**src/rtl/multi_ultrasonic_ranger.sv**
```systemverilog
// multi_ultrasonic_ranger: round-robin HC-SR04 front end.
// Per-channel cm distance with echo timeout, saturation and near flag.
module multi_ultrasonic_ranger #(
  parameter int NUM_CH     = 4,
  parameter int CLK_HZ     = 50_000_000,
  parameter int TRIG_US    = 10,
  parameter int TIMEOUT_US = 30000,
  parameter int PERIOD_US  = 60000,
  parameter int DIST_W     = 10,
  localparam int CH_W = (NUM_CH > 1) ? $clog2(NUM_CH) : 1
) (
  input  logic                     CLOCK_50,
  input  logic                     reset_n,
  input  logic                     enable,
  input  logic [DIST_W-1:0]        threshold_cm,
  input  logic [NUM_CH-1:0]        echo,
  output logic [NUM_CH-1:0]        trig,
  output logic [NUM_CH*DIST_W-1:0] dist_flat,
  output logic [NUM_CH-1:0]        near,
  output logic                     meas_valid,
  output logic [CH_W-1:0]          meas_ch,
  output logic                     meas_timeout
);
  localparam int US_CYC   = CLK_HZ / 1_000_000;
  localparam int CM_CYC   = 58 * US_CYC;
  localparam int TRIG_CYC = TRIG_US * US_CYC;
  localparam int TO_CYC   = TIMEOUT_US * US_CYC;
  localparam int PER_CYC  = PERIOD_US * US_CYC;
  localparam int CNT_MAX  = (TO_CYC > TRIG_CYC) ? TO_CYC : TRIG_CYC;
  localparam int CNT_W    = $clog2(CNT_MAX + 1);
  localparam int PER_W    = $clog2(PER_CYC + 1);
  localparam int PRE_W    = $clog2(CM_CYC + 1);

  typedef enum logic [2:0] {
    S_IDLE,
    S_TRIG,
    S_WAIT,
    S_MEAS,
    S_HOLD
  } state_e;

  state_e              state_q, state_d;
  logic [CH_W-1:0]     ch_q, ch_d;
  logic [CNT_W-1:0]    cnt_q, cnt_d;
  logic [PER_W-1:0]    per_q, per_d;
  logic [PRE_W-1:0]    pre_q, pre_d, pre_nx;
  logic [DIST_W-1:0]   cm_q, cm_d, cm_nx;
  logic [NUM_CH-1:0]   s1_q, s2_q;
  logic [DIST_W-1:0]   dist_q [NUM_CH];
  logic [NUM_CH-1:0]   have_q;
  logic                valid_q, to_q;
  logic                commit, res_to;
  logic [DIST_W-1:0]   res;
  logic                echo_s;

  assign echo_s       = s2_q[ch_q];
  assign meas_valid   = valid_q;
  assign meas_timeout = to_q;
  assign meas_ch      = ch_q;

  // Two-flop synchroniser for the asynchronous echo pins.
  always_ff @(posedge CLOCK_50 or negedge reset_n) begin
    if (!reset_n) begin
      s1_q <= '0;
      s2_q <= '0;
    end else begin
      s1_q <= echo;
      s2_q <= s1_q;
    end
  end

  // One echo-high cycle: prescaler wraps at CM_CYC, cm saturates.
  always_comb begin
    pre_nx = pre_q + 1'b1;
    cm_nx  = cm_q;
    if (pre_q == PRE_W'(CM_CYC - 1)) begin
      pre_nx = '0;
      if (cm_q != '1) cm_nx = cm_q + 1'b1;
    end
  end

  // Sequencer next state, counters and result commit.
  always_comb begin
    state_d = state_q;
    ch_d    = ch_q;
    cnt_d   = cnt_q;
    pre_d   = pre_q;
    cm_d    = cm_q;
    per_d   = (per_q == PER_W'(PER_CYC)) ? per_q : per_q + 1'b1;
    commit  = 1'b0;
    res     = '0;
    res_to  = 1'b0;
    unique case (state_q)
      S_IDLE: begin
        if (enable) begin
          state_d = S_TRIG;
          per_d   = '0;
          cnt_d   = '0;
        end
      end
      S_TRIG: begin
        if (cnt_q == CNT_W'(TRIG_CYC - 1)) begin
          state_d = S_WAIT;
          cnt_d   = '0;
          pre_d   = '0;
          cm_d    = '0;
        end else begin
          cnt_d = cnt_q + 1'b1;
        end
      end
      S_WAIT: begin
        if (echo_s) begin
          state_d = S_MEAS;
          cnt_d   = CNT_W'(1);
          pre_d   = pre_nx;
          cm_d    = cm_nx;
        end else if (cnt_q == CNT_W'(TO_CYC - 1)) begin
          state_d = S_HOLD;
          commit  = 1'b1;
          res     = '1;
          res_to  = 1'b1;
        end else begin
          cnt_d = cnt_q + 1'b1;
        end
      end
      S_MEAS: begin
        if (!echo_s) begin
          state_d = S_HOLD;
          commit  = 1'b1;
          res     = cm_q;
        end else if (cnt_q == CNT_W'(TO_CYC)) begin
          state_d = S_HOLD;
          commit  = 1'b1;
          res     = '1;
          res_to  = 1'b1;
        end else begin
          cnt_d = cnt_q + 1'b1;
          pre_d = pre_nx;
          cm_d  = cm_nx;
        end
      end
      S_HOLD: begin
        if (per_q >= PER_W'(PER_CYC - 1)) begin
          ch_d = (ch_q == CH_W'(NUM_CH - 1)) ? '0 : ch_q + 1'b1;
          if (enable) begin
            state_d = S_TRIG;
            per_d   = '0;
            cnt_d   = '0;
          end else begin
            state_d = S_IDLE;
          end
        end
      end
      default: state_d = S_IDLE;
    endcase
  end

  // Sequencer state and counters.
  always_ff @(posedge CLOCK_50 or negedge reset_n) begin
    if (!reset_n) begin
      state_q <= S_IDLE;
      ch_q    <= '0;
      cnt_q   <= '0;
      per_q   <= '0;
      pre_q   <= '0;
      cm_q    <= '0;
    end else begin
      state_q <= state_d;
      ch_q    <= ch_d;
      cnt_q   <= cnt_d;
      per_q   <= per_d;
      pre_q   <= pre_d;
      cm_q    <= cm_d;
    end
  end

  // Per-channel stored distance and the completion pulse.
  always_ff @(posedge CLOCK_50 or negedge reset_n) begin
    if (!reset_n) begin
      for (int k = 0; k < NUM_CH; k++) dist_q[k] <= '0;
      have_q  <= '0;
      valid_q <= 1'b0;
      to_q    <= 1'b0;
    end else begin
      valid_q <= commit;
      to_q    <= commit & res_to;
      if (commit) begin
        dist_q[ch_q] <= res;
        have_q[ch_q] <= 1'b1;
      end
    end
  end

  // Trigger follows the registered state so reset drops it at once.
  always_comb begin
    trig = '0;
    if (state_q == S_TRIG) trig[ch_q] = 1'b1;
  end

  for (genvar k = 0; k < NUM_CH; k++) begin : g_ch
    assign dist_flat[k*DIST_W +: DIST_W] = dist_q[k];
    assign near[k] = have_q[k] && (dist_q[k] < threshold_cm);
  end

endmodule

```
**config.mk**
```make
export PLATFORM = sky130hd
export DESIGN_NAME = multi_ultrasonic_ranger
export DESIGN_NICKNAME = d
export VERILOG_FILES = /design/src/rtl/multi_ultrasonic_ranger.sv
export SDC_FILE = /design/constraint.sdc
export NUM_CORES = 1
export LEC_CHECK = 0
export CAP_MARGIN = 0
export CORE_MARGIN = 2
export CORE_UTILIZATION = 45
export DETAILED_ROUTE_END_ITERATION = 8
export PLACE_DENSITY = 0.65
export SLEW_MARGIN = 20
export SYNTH_ARGS = -nofsm -noshare
export SYNTH_HDL_FRONTEND = slang
export SYNTH_SLANG_ARGS = --single-unit
```
**constraint.sdc**
```tcl
create_clock -name CLOCK_50 -period 3.3 [get_ports CLOCK_50]
set_input_delay 0.66 -clock CLOCK_50 [delete_from_list [all_inputs] [get_ports CLOCK_50]]
set_output_delay 0.66 -clock CLOCK_50 [all_outputs]
set_load 0.01 [all_outputs]
```
==> Word level (Yosys, flattened, before mapping) <==
Cells that the tools add are included.
W data, S select, Z words.
{ "totals": {"in_bits": 17, "wordCells": 120, "reg_bits": 124} }
{ "op_classes": {"magnitude_cmp": 9, "n_mux": 55, "n_reduce_logical": 13, "bitwise": 3, "eq_ne": 20, "add_sub_neg": 5} }
{ "ops": {"columns": ["op", "count"], "rows": [
  ["$mux W21", 7],
  ["$mux W10", 11],
  ["$pmux W21 S5", 1],
  ["$mux W22", 3],
  ["$mux W12", 5],
  ["$pmux W22 S2", 1],
  ["$eq A21 B21 Y1 const B", 2],
  ["$bwmux W40", 1],
  ["$lt A10 B10 Y1", 4],
  ["$pmux W12 S3", 1],
  ["$pmux W10 S3", 1],
  ["$add A22 B1 Y22 const B", 1],
  ["$eq A22 B22 Y1 const B", 1],
  ["$ge A22 B22 Y1 const B", 1],
  ["$add A21 B1 Y21 const B", 1],
  ["$eq A21 B9 Y1 const B", 1],
  ["$mux W3", 7],
  ["$demux W10 S2", 1],
  ["$pmux W10 S2", 1],
  ["$pmux W3 S5", 1],
  ["$reduce_and A5 Y1", 3],
  ["$add A12 B1 Y12 const B", 1],
  ["$eq A12 B12 Y1 const B", 1],
  ["$ne A2 B2 Y1 const B", 6],
  ["26 further kinds", 42]
]} }

==> Depth between registers and ports, before layout <==
Gate-level depths: netlist (run 1).
{ "logic_depth": {"ltp_word": 6, "ltp_mapped": 10, "ltp_nobuf": 9} }

==> Worst setup path before layout (run 1) <==
Ideal clock, no wire load.
{ "synth_timing": {"kind": "flip-flop to flip-flop", "start": "register cnt_q[11]", "end": "register dist_q (netlist bit dist_flat[33])", "path_stages_with_launch": 10, "setup_slack_ps": 594, "setup_ps": 125, "required_ps": 3175, "path_buffers": 2, "synth_period_minus_slack_ps": 2706, "arrival_time_ps": 2581, "path_cell_list": "dfrtp_1 buf_6 or4b_1 or4_4 nor4_4 o211ai_4 clkinv_4 and2_2 buf_6 mux2_2"} }
{ "synth_lines": {"columns": ["element", "line_no", "source"], "rows": [
  ["from (decl)", "44", "logic [CNT_W-1:0] cnt_q, cnt_d;"],
  ["from (signal assigned)", "170", "cnt_q <= cnt_d;"],
  ["$eq A21 B21 Y1 (on tied branches)", "131, 117", null],
  ["$mux W1 (on tied branches)", "131, 117", null],
  ["$mux W1 (on tied branches)", "127, 112", null],
  ["$pmux W1 S2 (*)", "93", "unique case (state_q)"],
  ["net commit", "52", "logic commit, res_to;"],
  ["to (signal, indexed assignment)", "188", "dist_q[ch_q] <= res;"],
  ["to (decl)", "49", "logic [DIST_W-1:0] dist_q [NUM_CH];"]
]} }
Mark *: on every way through the listed nets, which the timed path passes. The rest lies on a longest branch.
A chain may end at the register's enable or synchronous reset.

==> Final worst setup path (run 1) <==
{ "layout_timing": {"start": "input threshold_cm[1]", "end": "output near[2]"} }
{ "layout_via": {"elab_chain_len": 2} }
{ "layout_lines": {"columns": ["element", "line_no", "source"], "rows": [
  ["from (decl)", "15", "input logic [DIST_W-1:0] threshold_cm,"],
  ["$lt A10 B10 Y1", "202", "assign near[k] = have_q[k] && (dist_q[k] < threshold_cm);"],
  ["$logic_and A1 B1 Y1", "202", null],
  ["to (decl)", "19", "output logic [NUM_CH-1:0] near,"]
]} }
No other way between the ends.

==> results.yml, run 1 <==
placed_design:
  dp_hpwl_mm: 11.4
  io_buffers: 68
  place_congestion: 0.860
  dp_cells: 943
grt:
  grt_pass1_wl_mm: 26.1
  grt.total_usage: 0.200
  grt_max_degree: 55
  grt_pass1_vias: 5285
  grt_antenna_before_repair: 0
  grt_overflow_total: 0
synth:
  ys_top_cells_by_area: "dfrtp_1 45%, ha_1 8.3%, mux2_2 5.9%"
  async_reset_ff_frac: 1.00
  ys_warn_count: 0
  synth-edff-count: 0
  synth_fp_nets: 754
  synth.most_common_cell: "dfrtp_1"
  synth_top_area_frac: 0.450
  syn_avg_cell_area_sq_um: 9.99
  synth_top_cell_by_area: "dfrtp_1"
  ys_seq_area_frac: 0.450
  synth-seq-cells: 124
  synth_cell_types: 63
  netlist_instances: 691
  netlist_top_cells_count: "124 x dfrtp_1, 79 x nor2_1, 53 x o21ai_0, 46 x ha_1, 36 x mux2_2"
  synth_ff_type: "dfrtp_1"
  syn-cell-area_sq_um: 6900
power:
  finalPower_mw: 5.26
  peakVddDrop_uv: 473
  p_per_area_nw_per_um2: 623
  p_leak_nw: 3.83
detailed_routing:
  drt_iter0_drc: 340
  first_pass_iters: 5
  wl_per_cell_microns: 15.6
  viasPerCell: 5.58
  num_vias: 5443
  drt_wl_total_mm: 15.2
  drc: 0
  ant_nets: 0
sta:
  period_minus_slack_ns: 3.22
  rsz0062_at_grt: "no"
  max_freq_mhz: 310
  slew_headroom: 0.541
  drv_slew: 0
  finalCritPeriodShare: 0.977
  hold_ws_ns: 0.182
  clock_skew_ns: 0.0106
  tightest_slew_ns: 0.685
  setup_tns_ns: 0
  setup_violations: 0
  hold_viol_final: 0
worst_setup_path:
  path_class: "input pin to output pin"
  cp-end-kind: "output pin"
  crit_path_frequent_cell: "a21oi_1"
  cpLargestDelayFamily: "buffers and inverters"
  worstPathCellList: "clkdlybuf4s50_1 -> inv_1 -> ha_1 -> a21o_1 -> a21oi_1 -> nor2b_1 -> o21ai_0 -> a21oi_1 -> o21bai_1 -> clkdlybuf4s15_1"
  cp_max_fo: 4
  crit_buf_inv: 3
  startpoint: "threshold_cm[1]"
  required_ns: 2.64
  arrival_ns: 2.56
  cp_slowest_stage_delay_ns: 0.45
  cpMaxStageDelayCell: "clkdlybuf4s50_1"
  critPathLaunchType: "input pin"
  reg2reg_from: "cnt_q[0]$_DFFE_PN0P_"
floorplanning:
  rows: 45
  ioPinCount: 69
  die_area_sq_um: 16300
  chipHeight_microns: 128
  core_area_sq_um: 15100
  fp.dieW_microns: 128
  initial_core_util: 0.457
final_layout:
  diodes: 0
  nets: 837
  areaGrowthSynthToFinish_pct: 22.3
  drive_gt1_frac: 0.142
  stdcell_count: 975
  fill_cells: 1307
clock_tree:
  numCtsBuffers: 17
  clkTransAtPathRegs_ns: 0.06
  cts.sink_count: 124
  cts_tree: "built"
  clk_path_buf_depth: 2
  cts_root_buf: "clkbuf_16"
  clock_latency_ns: 0.43
  cts_htree_levels: 4
status:
  status: "finished, final reports clean"
job:
  max_cap_violations: 0
worst_hold_path:
  hp-class: "input pin to async pin"
worst register-to-register path, delay by kind of cell, from the launching register on:
kind / cells / cell delay [ns]
compound gates: 3 / 1.07
simple gates: 3 / 0.90
flops: 1 / 0.40
fa+ha+maj: 1 / 0.24
buf+inv: 1 / 0.20
routing by layer:
| layer | GRT usage | up-vias | wire, microns |
|---|---|---|---|
| met2 | 0.326 | 126 | 7350 |
| met5 | 0 | - | 0 |
| li1 | - | 2643 | - |
| met3 | 0.0459 | 18 | 617 |
| met1 | 0.269 | 2656 | 7100 |
| met4 | 0.0575 | 0 | 174 |
through the flow:
stage | instance area, sq um | util | setup slack [ns]
finish | 8440 | 0.559 | 0.0761
global route | 8440 | 0.559 | 0.00132
CTS | 8440 | 0.559 | 0.00961
detailed placement | 7830 | 0.519 | -0.260
global placement | 7830 | 0.519 | -0.277
floorplan | 6900 | - | 0.594
what timing repair did:
item | 4_1_cts | 5_1_grt
buffers inserted | 0 | 0
hold buffers | 0 | 0
gates resized for setup | 5 | 2
setup endpoints to repair | 4 | 2
report_power, final:
| part | switching [mW] | internal, mW | leakage, nW |
|---|---|---|---|
| Combinational | 0.840 | 0.640 | 1.88 |
| Sequential | 0.178 | 1.68 | 1.67 |
| Clock | 0.723 | 1.20 | 0.287 |
cell usage in the layout, fill, tap and decap left out, types with 4 or more instances in the layout:
master,count
dfrtp_1,124
nor2_1,79
clkdlybuf4s50_1,63
o21ai_0,51
ha_1,46
mux2_2,36
nand2_1,35
nand3_1,30
and3_1,25
a21oi_1,23
inv_1,22
clkbuf_16,17
buf_4,17
nand2b_1,15
or3_1,15
xnor2_1,13
nand4_1,12
nor2b_1,12
or2_2,12
nor3_1,11
xor2_1,11
and2_1,10
o31ai_1,10
nand3b_1,7
a21o_1,6
a31oi_1,6
nor4_1,5
inv_6,5
o21bai_1,4
a211oi_1,4
and2_2,4
clkinvlp_4,4
cell type report:
cell class                 instances  area [sq um]  area share
clock buffer                      17           425      0.0504
clock inverter                    15           186      0.0221
inverter                          23          91.3      0.0108
multi-input combinational        523          3580       0.425
sequential                       124          3100       0.368
tap                              188           235      0.0279
timing repair buffer              85           815      0.0965
cell families (layout without fill, tap and decap cells):
| family | after synthesis | after routing | synth area share |
|---|---|---|---|
| xor gates and xnor gates | 24 | 24 | 0.0305 |
| DFF | 124 | 124 | 0.450 |
| and+or+nand+nor | 288 | 288 | 0.223 |
| adders and majority gates | 46 | 46 | 0.0834 |
| buffers and inverters | 44 | 140 | 0.0312 |
| AOI/OAI and AO/OA | 124 | 124 | 0.114 |
| muxes | 41 | 41 | 0.0680 |
registers in the layout, summed over array words and instances (netlist names):
signal        flops
cm_q             10
cnt_q            21
dist_flat        40
have_q            4
meas_ch           2
meas_timeout      1
meas_valid        1
per_q            22
pre_q            12
s1_q              4
s2_q              4
state_q           3
path summary, 6_finish.rpt:
| kind | cells past startpoint | endpoint | slack [ns] |
|---|---|---|---|
| max | 10 | near[2] | 0.08 |
| max in group asynchronous | 2 | cnt_q[7]$_DFFE_PN0P_ | 2.25 |
| max reg2reg | 8 | pre_q[7]$_DFFE_PN0P_ | 0.37 |
| min | 1 | dist_flat[39]$_DFFE_PN0P_ | 0.18 |
| min reg2reg | 0 | s2_q[0]$_DFF_PN0_ | 0.35 |
| min in group CLOCK_50 | 0 | s2_q[0]$_DFF_PN0_ | 0.35 |
Power figures use the tool's default switching activity.
==> run 2, diff against run 1 <==
==> constraint.sdc (replaced) <==
create_clock -name CLOCK_50 -period 4.15 [get_ports CLOCK_50]
set_input_delay 0.83 -clock CLOCK_50 [delete_from_list [all_inputs] [get_ports CLOCK_50]]
set_output_delay 0.83 -clock CLOCK_50 [all_outputs]
set_load 0.02 [all_outputs]
==> run 2 against run 1 <==
Compared with the run above:
- utilization fell by 0.85 points
- non-clock buffer count fell by 13
- clock power fell by 24%
- flip-flop and latch count did not move
- die area did not move
- cell area fell by 1.5%
- wire length fell by 0.79%
- worst setup slack improved by 0.11 ns
- cell count fell by 1.3%
- critical path depth did not move
- clock skew rose by 0.0038 ns
==> results.yml, run 2 (synthesis results as in run 1) <==
sta:
  clock_skew_ns: 0.0144
  rsz0062_at_grt: "no"
  max_freq_mhz: 252
  finalCritPeriodShare: 0.954
  slew_headroom: 0.332
  drv_slew: 0
  tightest_slew_ns: 0.994
  setup_tns_ns: 0
  setup_violations: 0
  period_minus_slack_ns: 3.96
  setup_slack_ns: 0.189
  hold_viol_final: 0
clock_tree:
  cts_root_buf: "clkbuf_16"
  clk_path_buf_depth: 2
  cts_tree: "built"
  cts.sink_count: 124
  postCtsSetupRepairBufs: 0
  cts_hold_buf: 0
  clock_latency_ns: 0.43
  cts_htree_levels: 4
  cts_resized: 0
  clkTransAtPathRegs_ns: 0.06
  numCtsBuffers: 17
final_layout:
  layout_common_cells: "124 x dfrtp_1, 79 x nor2_1, 67 x clkdlybuf4s50_1"
  final_common_cell: "dfrtp_1"
  largest_reg_flops: 40
  nets: 824
  areaGrowthSynthToFinish_pct: 20.4
  fill_cells: 1316
  diodes: 0
  drive_gt1_frac: 0.128
floorplanning:
  chipHeight_microns: 128
  rows: 45
  initial_core_util: 0.457
  ioPinCount: 69
  core_area_sq_um: 15100
  fp.dieW_microns: 128
  die_area_sq_um: 16300
detailed_routing:
  top_layer: "met4"
  drc: 0
  wl_per_cell_microns: 15.7
  drt_wl_total_mm: 15.1
  ant_nets: 0
  drt-met1-wl_mm: 6.98
  num_vias: 5353
  met2_length_mm: 7.42
  drt_iter0_drc: 312
  viasPerCell: 5.56
  wl_met3_microns: 531
  first_pass_iters: 4
placed_design:
  io_buffers: 68
  dp_slack_ns: 0.178
  dp_hpwl_mm: 10.9
  place_congestion: 0.813
worst_setup_path:
  cp_slowest_stage_delay_ns: 0.63
  arrival_ns: 3.13
  cp_max_fo: 4
  cpMaxStageDelayCell: "clkdlybuf4s50_1"
  worstPathCellList: "clkdlybuf4s50_1 -> inv_1 -> ha_1 -> a21o_1 -> a21oi_1 -> nor2b_1 -> o21ai_0 -> a21oi_1 -> o21bai_1 -> clkdlybuf4s50_1"
  required_ns: 3.32
  cpLargestDelayFamily: "buffers and inverters"
  cp-end-kind: "output pin"
  critPathLaunchType: "input pin"
  crit_buf_inv: 3
  path_class: "input pin to output pin"
grt:
  grt_antenna_before_repair: 0
  grt.total_usage: 0.197
  grt_max_degree: 75
  grt_overflow_total: 0
  grt_pass1_wl_mm: 25.9
  grt_pass1_vias: 5246
power:
  p_leak_nw: 3.74
  peakVddDrop_uv: 297
  p_per_area_nw_per_um2: 495
  finalPower_mw: 4.12
worst_hold_path:
  hp-class: "register to register"
job:
  max_cap_violations: 0
status:
  status: "finished, final reports clean"
==> run 2: changes by cell type in the layout (fill, tap and decap cells not counted), sizes merged <==
cell           previous run  this run
buf                      18         5
bufinv                    3         1
clkdlybuf4s15             1         0
clkdlybuf4s50            63        67
clkinv                    4         2
dlygate4sd2               3         0
inv                      27        31
==> run 2: through the flow <==
step	cell area [sq um]	hold WS, ns	utilization	cells
finish	8310	0.351	0.551	962
detailed placement	7730	0.339	0.512	930
CTS	8310	0.352	0.551	962
global placement	7730	0.334	0.512	930
floorplan	6900	0.331	-	691
global route	8310	0.350	0.551	962
==> run 2: worst paths after layout <==
| path | start | to | slack (ns) | cells past startpoint |
|---|---|---|---|---|
| worst max-delay path | threshold_cm[1] | near[2] | 0.19 | 10 |
| worst min-delay path | s1_q[1]$_DFF_PN0_ | s2_q[1]$_DFF_PN0_ | 0.35 | 0 |
| worst max register to register | cnt_q[0]$_DFFE_PN0P_ | cm_q[0]$_DFFE_PN0P_ | 1.03 | 8 |
| worst min register to register | s1_q[1]$_DFF_PN0_ | s2_q[1]$_DFF_PN0_ | 0.35 | 0 |
| max in group asynchronous | reset_n | dist_flat[35]$_DFFE_PN0P_ | 2.76 | 2 |
| min in group asynchronous | reset_n | dist_flat[39]$_DFFE_PN0P_ | 0.54 | 1 |
==> run 2: area by class of cell <==
type | instances | area, sq um | area share
Multi-Input combinational cell | 523 | 3580 | 0.431
Sequential cell | 124 | 3100 | 0.373
Timing Repair Buffer | 72 | 721 | 0.0867
Clock buffer | 17 | 425 | 0.0512
Tap cell | 188 | 235 | 0.0283
Clock inverter | 15 | 153 | 0.0184
Inverter | 23 | 91.3 | 0.0110
==> run 2: routing by layer <==
metal,global-route usage,vias to the layer above
met4,0.0711,0
li1,-,2623
met3,0.0422,13
met2,0.319,104
met5,0,-
met1,0.263,2613
==> run 2: power by group <==
| part | leakage, nW | switching [mW] | internal [mW] |
|---|---|---|---|
| Combinational | 1.80 | 0.714 | 0.469 |
| Clock | 0.272 | 0.612 | 0.844 |
| Sequential | 1.67 | 0.143 | 1.33 |
==> run 3, diff against run 2 <==
TNS_END_PERCENT = 10   (was not set)
==> results of run 3 <==
The final DEF is identical to that of run 2; final timing and power are the same.
